File: src/rtl/modbus_pkg.sv
// ============================================================================
// Module   : modbus_pkg
// Brief    : Shared Modbus RTU framing types, CRC-16 constants and byte update.
// Revision : 1.0 - initial release
// ============================================================================
`default_nettype none

package modbus_pkg;

  typedef enum logic [2:0] {
    IDLE    = 3'd0,
    PAYLOAD = 3'd1,
    CRC_LO  = 3'd2,
    CRC_HI  = 3'd3,
    DRAIN   = 3'd4,
    HOLD    = 3'd5
  } state_t;

  localparam logic [15:0] CRC16_POLY_REFL = 16'hA001;
  localparam logic [15:0] CRC16_INIT      = 16'hFFFF;

  // Eight serial steps of the reflected CRC collapsed into one call.
  function automatic logic [15:0] crc16_modbus_byte(input logic [15:0] crc,
                                                    input logic [7:0]  data);
    logic [15:0] w_c;
    w_c = crc ^ {8'h00, data};
    for (int i = 0; i < 8; i++) begin
      w_c = w_c[0] ? ((w_c >> 1) ^ CRC16_POLY_REFL) : (w_c >> 1);
    end
    return w_c;
  endfunction

endpackage

`default_nettype wire

File: src/rtl/modbus_crc_accum.sv
// ============================================================================
// Module   : modbus_crc_accum
// Brief    : Registered Modbus CRC-16 accumulator with clear and byte enable.
// Revision : 1.0 - initial release
// ============================================================================
`default_nettype none

module modbus_crc_accum
  import modbus_pkg::*;
(
  input  logic        sys_clk,
  input  logic        rst_n,
  input  logic        clear,
  input  logic        en,
  input  logic [7:0]  data,
  output logic [15:0] crc
);

  logic [15:0] r_crc;

  always_ff @(posedge sys_clk or negedge rst_n) begin
    if (!rst_n) begin
      r_crc <= CRC16_INIT;
    end else if (clear) begin
      r_crc <= CRC16_INIT;
    end else if (en) begin
      r_crc <= crc16_modbus_byte(r_crc, data);
    end
  end

  assign crc = r_crc;

endmodule

`default_nettype wire

File: src/rtl/modbus_tx_framer.sv
// ============================================================================
// Module   : modbus_tx_framer
// Brief    : Modbus RTU transmit framer: payload pass-through, CRC append, DE.
// Revision : 1.0 - initial release
// ============================================================================
`default_nettype none

module modbus_tx_framer
  import modbus_pkg::*;
#(
  parameter int DE_HOLD = 16,
  parameter int LEN_W   = 8
) (
  input  logic             sys_clk,
  input  logic             rst_n,
  input  logic             start,
  input  logic [LEN_W-1:0] len,
  input  logic [7:0]       s_data,
  input  logic             s_valid,
  output logic             s_ready,
  output logic [7:0]       tx_data,
  output logic             tx_valid,
  input  logic             tx_ready,
  input  logic             tx_idle,
  output logic             de,
  output logic             busy,
  output logic             done,
  output logic [15:0]      crc_out
);

  localparam int c_hold_w = (DE_HOLD > 1) ? $clog2(DE_HOLD) : 1;
  localparam logic [c_hold_w-1:0] c_hold_init = c_hold_w'(DE_HOLD - 1);

  state_t              r_state;
  state_t              w_state_next;
  logic [LEN_W-1:0]    r_cnt;
  logic [c_hold_w-1:0] r_hold;
  logic [15:0]         r_crc_out;
  logic [15:0]         w_crc;
  logic                w_start_ok;
  logic                w_pay_hs;

  assign w_start_ok = (r_state == IDLE) && start && (len != '0);
  assign w_pay_hs   = (r_state == PAYLOAD) && s_valid && tx_ready;

  modbus_crc_accum u_crc (
    .sys_clk (sys_clk),
    .rst_n   (rst_n),
    .clear   (w_start_ok),
    .en      (w_pay_hs),
    .data    (s_data),
    .crc     (w_crc)
  );

  always_ff @(posedge sys_clk or negedge rst_n) begin
    if (!rst_n) begin
      r_state <= IDLE;
    end else begin
      r_state <= w_state_next;
    end
  end

  always_comb begin
    w_state_next = r_state;
    tx_data      = 8'h00;
    tx_valid     = 1'b0;
    s_ready      = 1'b0;
    done         = 1'b0;
    case (r_state)
      IDLE: begin
        if (w_start_ok) w_state_next = PAYLOAD;
      end
      PAYLOAD: begin
        tx_data  = s_data;
        tx_valid = s_valid;
        s_ready  = tx_ready;
        if (w_pay_hs && (r_cnt == LEN_W'(1))) w_state_next = CRC_LO;
      end
      CRC_LO: begin
        tx_data  = w_crc[7:0];
        tx_valid = 1'b1;
        if (tx_ready) w_state_next = CRC_HI;
      end
      CRC_HI: begin
        tx_data  = w_crc[15:8];
        tx_valid = 1'b1;
        if (tx_ready) w_state_next = DRAIN;
      end
      DRAIN: begin
        if (tx_idle) w_state_next = HOLD;
      end
      HOLD: begin
        if (r_hold == '0) begin
          done         = 1'b1;
          w_state_next = IDLE;
        end
      end
      default: w_state_next = IDLE;
    endcase
  end

  // Exit on the last byte at count 1, so the counter never wraps below zero.
  always_ff @(posedge sys_clk or negedge rst_n) begin
    if (!rst_n) begin
      r_cnt <= '0;
    end else if (w_start_ok) begin
      r_cnt <= len;
    end else if (w_pay_hs) begin
      r_cnt <= r_cnt - LEN_W'(1);
    end
  end

  always_ff @(posedge sys_clk or negedge rst_n) begin
    if (!rst_n) begin
      r_hold <= '0;
    end else if ((r_state == DRAIN) && tx_idle) begin
      r_hold <= c_hold_init;
    end else if ((r_state == HOLD) && (r_hold != '0)) begin
      r_hold <= r_hold - c_hold_w'(1);
    end
  end

  always_ff @(posedge sys_clk or negedge rst_n) begin
    if (!rst_n) begin
      r_crc_out <= '0;
    end else if ((r_state == CRC_HI) && tx_ready) begin
      r_crc_out <= w_crc;
    end
  end

  assign crc_out = r_crc_out;
  assign busy    = (r_state != IDLE);
  assign de      = (r_state != IDLE);

endmodule

`default_nettype wire

File: config.mk
export PLATFORM = sky130hd
export DESIGN_NAME = modbus_tx_framer
export DESIGN_NICKNAME = d
export VERILOG_FILES = /design/src/rtl/modbus_pkg.sv /design/src/rtl/modbus_crc_accum.sv /design/src/rtl/modbus_tx_framer.sv
export SDC_FILE = /design/constraint.sdc
export NUM_CORES = 1
export LEC_CHECK = 0
export CAP_MARGIN = 20
export CORE_AREA = 2 2 75 77
export CTS_CLUSTER_DIAMETER = 40
export DETAILED_ROUTE_END_ITERATION = 6
export DIE_AREA = 0 0 77 79
export PLACE_DENSITY = 0.84
export SYNTH_ARGS = -nofsm -noshare
export SYNTH_HDL_FRONTEND = slang
export SYNTH_SLANG_ARGS = --single-unit
File: constraint.sdc
create_clock -name sys_clk -period 5.1 [get_ports sys_clk]
set_input_delay 1.02 -clock sys_clk [delete_from_list [all_inputs] [get_ports sys_clk]]
set_output_delay 1.02 -clock sys_clk [all_outputs]
set_load 0.005 [all_outputs]
# After elaboration in Yosys (flattened, before gate mapping)
# Cells that the tools add are included.
dict set report word_totals {
  ff_bits 47
  input_bits 22
  out_inout_bits 29
  elab_cells 71
}
dict set report classes {
  add_sub_neg 2
  n_eq_ne 12
  n_mux 26
  bitwise_logic 9
  n_reduce_logical 17
}
# cell count
set op_table {}
lappend op_table {{16-bit two-way mux} 10}
lappend op_table {{2-bit inverter with 3-bit output} 8}
lappend op_table {{8-bit one-hot mux with 3 select lines} 1}
lappend op_table {{3-bit two-way mux} 6}
lappend op_table {{3-bit one-hot mux with 6 select lines} 1}
lappend op_table {{8-bit two-way mux} 2}
lappend op_table {{16-bit by 8-bit bitwise XOR with 16-bit output} 1}
lappend op_table {{8-bit by 1-bit equality test with 1-bit output, second input constant} 1}
lappend op_table {{1-bit logical AND} 8}
lappend op_table {{4-bit two-way mux} 2}
lappend op_table {{2-bit != test, second input constant} 4}
lappend op_table {{8-bit nonzero test} 1}
lappend op_table {{8-bit by 1-bit subtractor with 8-bit output, second input constant} 1}
lappend op_table {{3-bit by 2-bit equality test with 1-bit output, second input constant} 2}
lappend op_table {{3-bit equality test, second input constant} 2}
lappend op_table {{6-bit AND reduction} 1}
lappend op_table {{4-bit logical NOT} 1}
lappend op_table {{2-bit by 1-bit != test with 1-bit output, second input constant} 2}
lappend op_table {{2-bit nonzero test} 2}
lappend op_table {{4-bit nonzero test} 1}
lappend op_table {{4-bit by 1-bit subtractor with 4-bit output, second input constant} 1}
lappend op_table {{3-bit by 1-bit equality test with 1-bit output, second input constant} 1}
lappend op_table {{3-bit logical NOT} 1}
lappend op_table {{1-bit two-way mux} 3}
lappend op_table {{other kinds (3)} 3}

# Depth between registers and ports, before layout
dict set report depth {
  depth_word 19
  mapped_depth 7
  mapped_depth_nobuf 7
}

# Modules after synthesis
# From an unflattened synthesis, not the netlist that was laid out.
dict set report unflattened {
  hier_cells 257
  hier_area_um2 2681.3
}
# mod n_inst cells_each area_each_um2 seq_area_each_um2
set by_module_without_submodules {}
lappend by_module_without_submodules {modbus_tx_framer 1 170 1785.5 775.7}
lappend by_module_without_submodules {modbus_crc_accum 1 87 895.9 420.4}

# Worst setup path after synthesis
# Ideal clock, no wire load.
dict set report synth_timing {
  kind {reg2out}
  from {register r_state[1]}
  to {output tx_data[0]}
  t_arrival_ns 1.491
  required_time_ns 4.080
  setup_slack_ns 2.589
  path_stages_with_launch 6
  path_buffers 2
  path_cell_list {dfrtp_1 -> clkbuf_1 -> clkbuf_1 -> mux2_2 -> a22oi_1 -> nor2_1}
}
dict set report synth_between {
  elab_chain_cells 2
  elab_cells_between_ends 4
  cone_classes {eq/ne (3); mux (1)}
}
# item line_no
set synth_rtl {}
lappend synth_rtl {{start: declaration} modbus_tx_framer.sv:34} ;# state_t r_state;
lappend synth_rtl {{start signal: assignment} modbus_tx_framer.sv:59} ;# r_state <= w_state_next;
lappend synth_rtl {{3-bit by 2-bit equality test with 1-bit output / 3-bit by 1-bit equality test with 1-bit output (equally long branches)} modbus_tx_framer.sv:69} ;# case (r_state)
lappend synth_rtl {{8-bit one-hot mux with 3 select lines (*)} modbus_tx_framer.sv:69}
lappend synth_rtl {{end: declaration} modbus_tx_framer.sv:21} ;# output logic [7:0] tx_data,
# Every way passes the cells marked *; elsewhere a longest branch is shown, timed or not.

# Final worst setup path
dict set report layout_timing {
  from {register r_state[1]}
  to {output tx_data[2]}
}
# Same word-level chain as after synthesis.

==> impl_metrics.sql <==
INSERT INTO impl_metrics (metric_group, metric, value, unit) VALUES
('run_status', 'outcome', 'finished, final reports clean', ''),
('logic_synthesis', 'synth_largest_area_cell', 'dfrtp_1', ''),
('logic_synthesis', 'synth-compound-area-share', '0.1622', ''),
('floorplanning', 'floorplan.core_area', '0.005338', 'sq mm'),
('logic_synthesis', 'synth_adder_area_share', '0.01470', ''),
('floorplanning', 'initial_standard_cell_utilization_of_the_core', '0.4784', ''),
('logic_synthesis', 'synth_sequential_area_ratio', '0.4684', ''),
('timing', 'unrepaired_setup_endpoints_after_global_routing', 'false', ''),
('timing', 'setup_viol', '0', ''),
('routing', 'router_iterations_before_antenna_repair', '4', ''),
('floorplanning', 'dieWidth', '77', 'microns'),
('clocking', 'clock_sink_count', '47', ''),
('floorplanning', 'num_io_pins', '51', ''),
('clocking', 'post_cts.repair.setup_buffers', '0', ''),
('routing', 'route.detailed.drc', '0', ''),
('worst_setup_path', 'crit_end', 'tx_data[2]', ''),
('logic_synthesis', 'area_of_the_mapped_netlist', '0.002554', 'sq mm'),
('worst_setup_path', 'worstSetupStartpoint', 'r_state[1]', ''),
('worst_setup_path', 'rr_startpoint', 'r_state[1]', ''),
('timing', 'worst_slew_pin_slew', '1.008', 'ns'),
('clocking', 'clock_tree.root_cell', 'clkbuf_8', ''),
('worst_setup_path', 'critical_path.max_stage_delay', '0.84', 'ns'),
('floorplanning', 'fp.dieH', '79', 'microns'),
('logic_synthesis', 'synth_cells', '229', ''),
('power', 'power_density', '588.9', 'mW/mm^2'),
('clocking', 'cts_inserted_buffers', '5', ''),
('place', 'place_congestion', '0.7839', ''),
('logic_synthesis', 'yosys_warnings', '0', ''),
('clocking', 'post_cts_resize_count', '0', ''),
('timing', 'final.min_clock_period', '3.652', 'ns'),
('routing', 'drtIter0Drc', '107', ''),
('routing', 'route.antenna.remaining_nets', '0', ''),
('timing', 'fmax', '273.8', 'MHz'),
('final_layout', 'area_delta_synth_final', '26.56', '%'),
('min_path', 'hold_path_class', 'register to register', ''),
('timing', 'max_slew_margin', '0.3262', ''),
('worst_setup_path', 'crit_required', '4.08', 'ns'),
('logic_synthesis', 'postSynthRegisterBits', '47', ''),
('timing', 'setup_slack_after_layout', '1.448', 'ns'),
('worst_setup_path', 'crit_fanout', '21', ''),
('worst_setup_path', 'r2r_cells', '2', ''),
('worst_setup_path', 'crit-reg2reg-capture', 'crc_out[8]', ''),
('timing', 'skew', '0.004719', 'ns'),
('logic_synthesis', 'yosys.area_share.xor_xnor', '0.09309', ''),
('power', 'power_leakage', '1.330', 'nW'),
('worst_setup_path', 'startpoint_type', 'register', ''),
('logic_synthesis', 'synthArstFlopShare', '1.000', ''),
('clocking', 'cts.hold.buffers_added', '0', ''),
('place', 'place.detailed.hpwl', '3984', 'microns'),
('logic_synthesis', 'yosys-top-cells-area', 'dfrtp_1, dfstp_2, mux2_2', ''),
('global_routing', 'grt_max_degree', '48', ''),
('place', 'numPortBuffers', '50', ''),
('routing', 'route.final.wire_length', '5723', 'microns'),
('power', 'vdd_drop_max', '261.2', 'uV'),
('clocking', 'h_tree_depth', '2', ''),
('routing', 'via_count', '1962', ''),
('logic_synthesis', 'synth_simple_gate_area_share', '0.1176', ''),
('final_layout', 'number_of_nets_in_the_finished_design', '300', ''),
('floorplanning', 'die_area', '0.006083', 'sq mm'),
('global_routing', 'initial_antenna_violation_count', '0', ''),
('routing', 'mean_routed_wirelength_per_cell', '16.45', 'microns'),
('logic_synthesis', 'syn-mean-instance-area', '11.15', 'sq um'),
('worst_setup_path', 'critical_path.endpoint_type', 'output pin', ''),
('global_routing', 'first_global_vias', '1895', ''),
('global_routing', 'grt.total_usage', '0.1974', ''),
('logic_synthesis', 'synth_top_area_frac', '0.3038', ''),
('logic_synthesis', 'post_synth_mux_area_share', '0.1058', ''),
('logic_synthesis', 'synth-edff-count', '0', ''),
('worst_setup_path', 'timing_worst_setup_path_type', 'register to output pin', ''),
('routing', 'drt-vias-per-instance', '5.638', ''),
('logic_synthesis', 'synth_top_family_by_area', 'compound AO/OA/AOI/OAI gates', '');
[worst min path at each step]
stage | startpoint | end | slack, ns | cells after the start
after floorplan | r_cnt[7] | r_cnt[7] | 0.48 | 1
after global placement | crc_out[8] | crc_out[8] | 0.47 | 1
after detailed placement | crc_out[6] | crc_out[6] | 0.49 | 1
after CTS | crc_out[6] | crc_out[6] | 0.51 | 1
after global routing | rst_n | crc_out[13] | 0.53 | 1
final | crc_out[6] | crc_out[6] | 0.50 | 1
[final cells by class]
class,instances,area (sq um)
well taps,72,90.09
inverters,8,30.03
clock buffers,6,72.57
clock inverters,2,60.06
repair buffers,52,523.0
flip-flops and latches,47,1196
fillers,467,2106
multi-input cells,161,1260
[metrics by stage]
stage	power, mW	hold WS (ns)	cell area (sq um)	utilization	instances
final	1.903	0.4989	3232	0.6055	348
after global routing	2.030	0.5254	3232	0.6055	348
after CTS	1.910	0.5054	3212	0.6017	347
after detailed placement	1.584	0.4853	3079	0.5769	339
after global placement	1.542	0.4731	3079	0.5769	339
after floorplan	1.267	0.4785	2554	-	229
[cells in the mapped netlist (3+ instances only)]
cell type,count
xnor2_1,14
nand2_1,16
inv_1,8
xor2_1,6
nor2b_1,3
o211ai_1,4
o21ai_0,7
a21oi_1,8
clkbuf_1,8
nor2_1,16
mux2_2,21
dfrtp_1,31
nor4_1,3
mux2_1,3
a2bb2oi_1,9
o22a_1,6
a22oi_1,10
ha_1,3
o311ai_1,3
dfstp_2,16
[critical path, delay by kind of cell (launching register included)]
family / cells / cell delay, ns
AO/OA/AOI/OAI: 1 / 0.18
flip-flops: 1 / 0.84
buffers and inverters: 1 / 0.52
AND/OR/NAND/NOR: 2 / 0.78
[flip-flops by register name, summed over array words and instances, names as in the netlist]
register	flops
u_crc.crc	16
r_hold	4
r_state	3
r_cnt	8
crc_out	16
[logic make-up after synthesis]
kind of cell / Yosys count
compound gates: 56
simple gates: 55
flops: 47
mux: 24
xor+xnor: 23
buf+inv: 21
fa+ha+maj: 3
[report_power, final]
group / switching [mW] / internal, mW / total (mW)
Sequential: 0.146 / 0.565 / 0.711
Combinational: 0.369 / 0.501 / 0.870
Clock: 0.126 / 0.196 / 0.322
[per-layer routing]
layer,up-vias,global-route usage,part of all wire
met5,-,0,0
met3,5,0.03750,0.058
met1,968,0.2561,0.43
met2,65,0.3368,0.50
li1,924,-,-
met4,0,0.06250,0.012
Power figures use the tool's default switching activity.
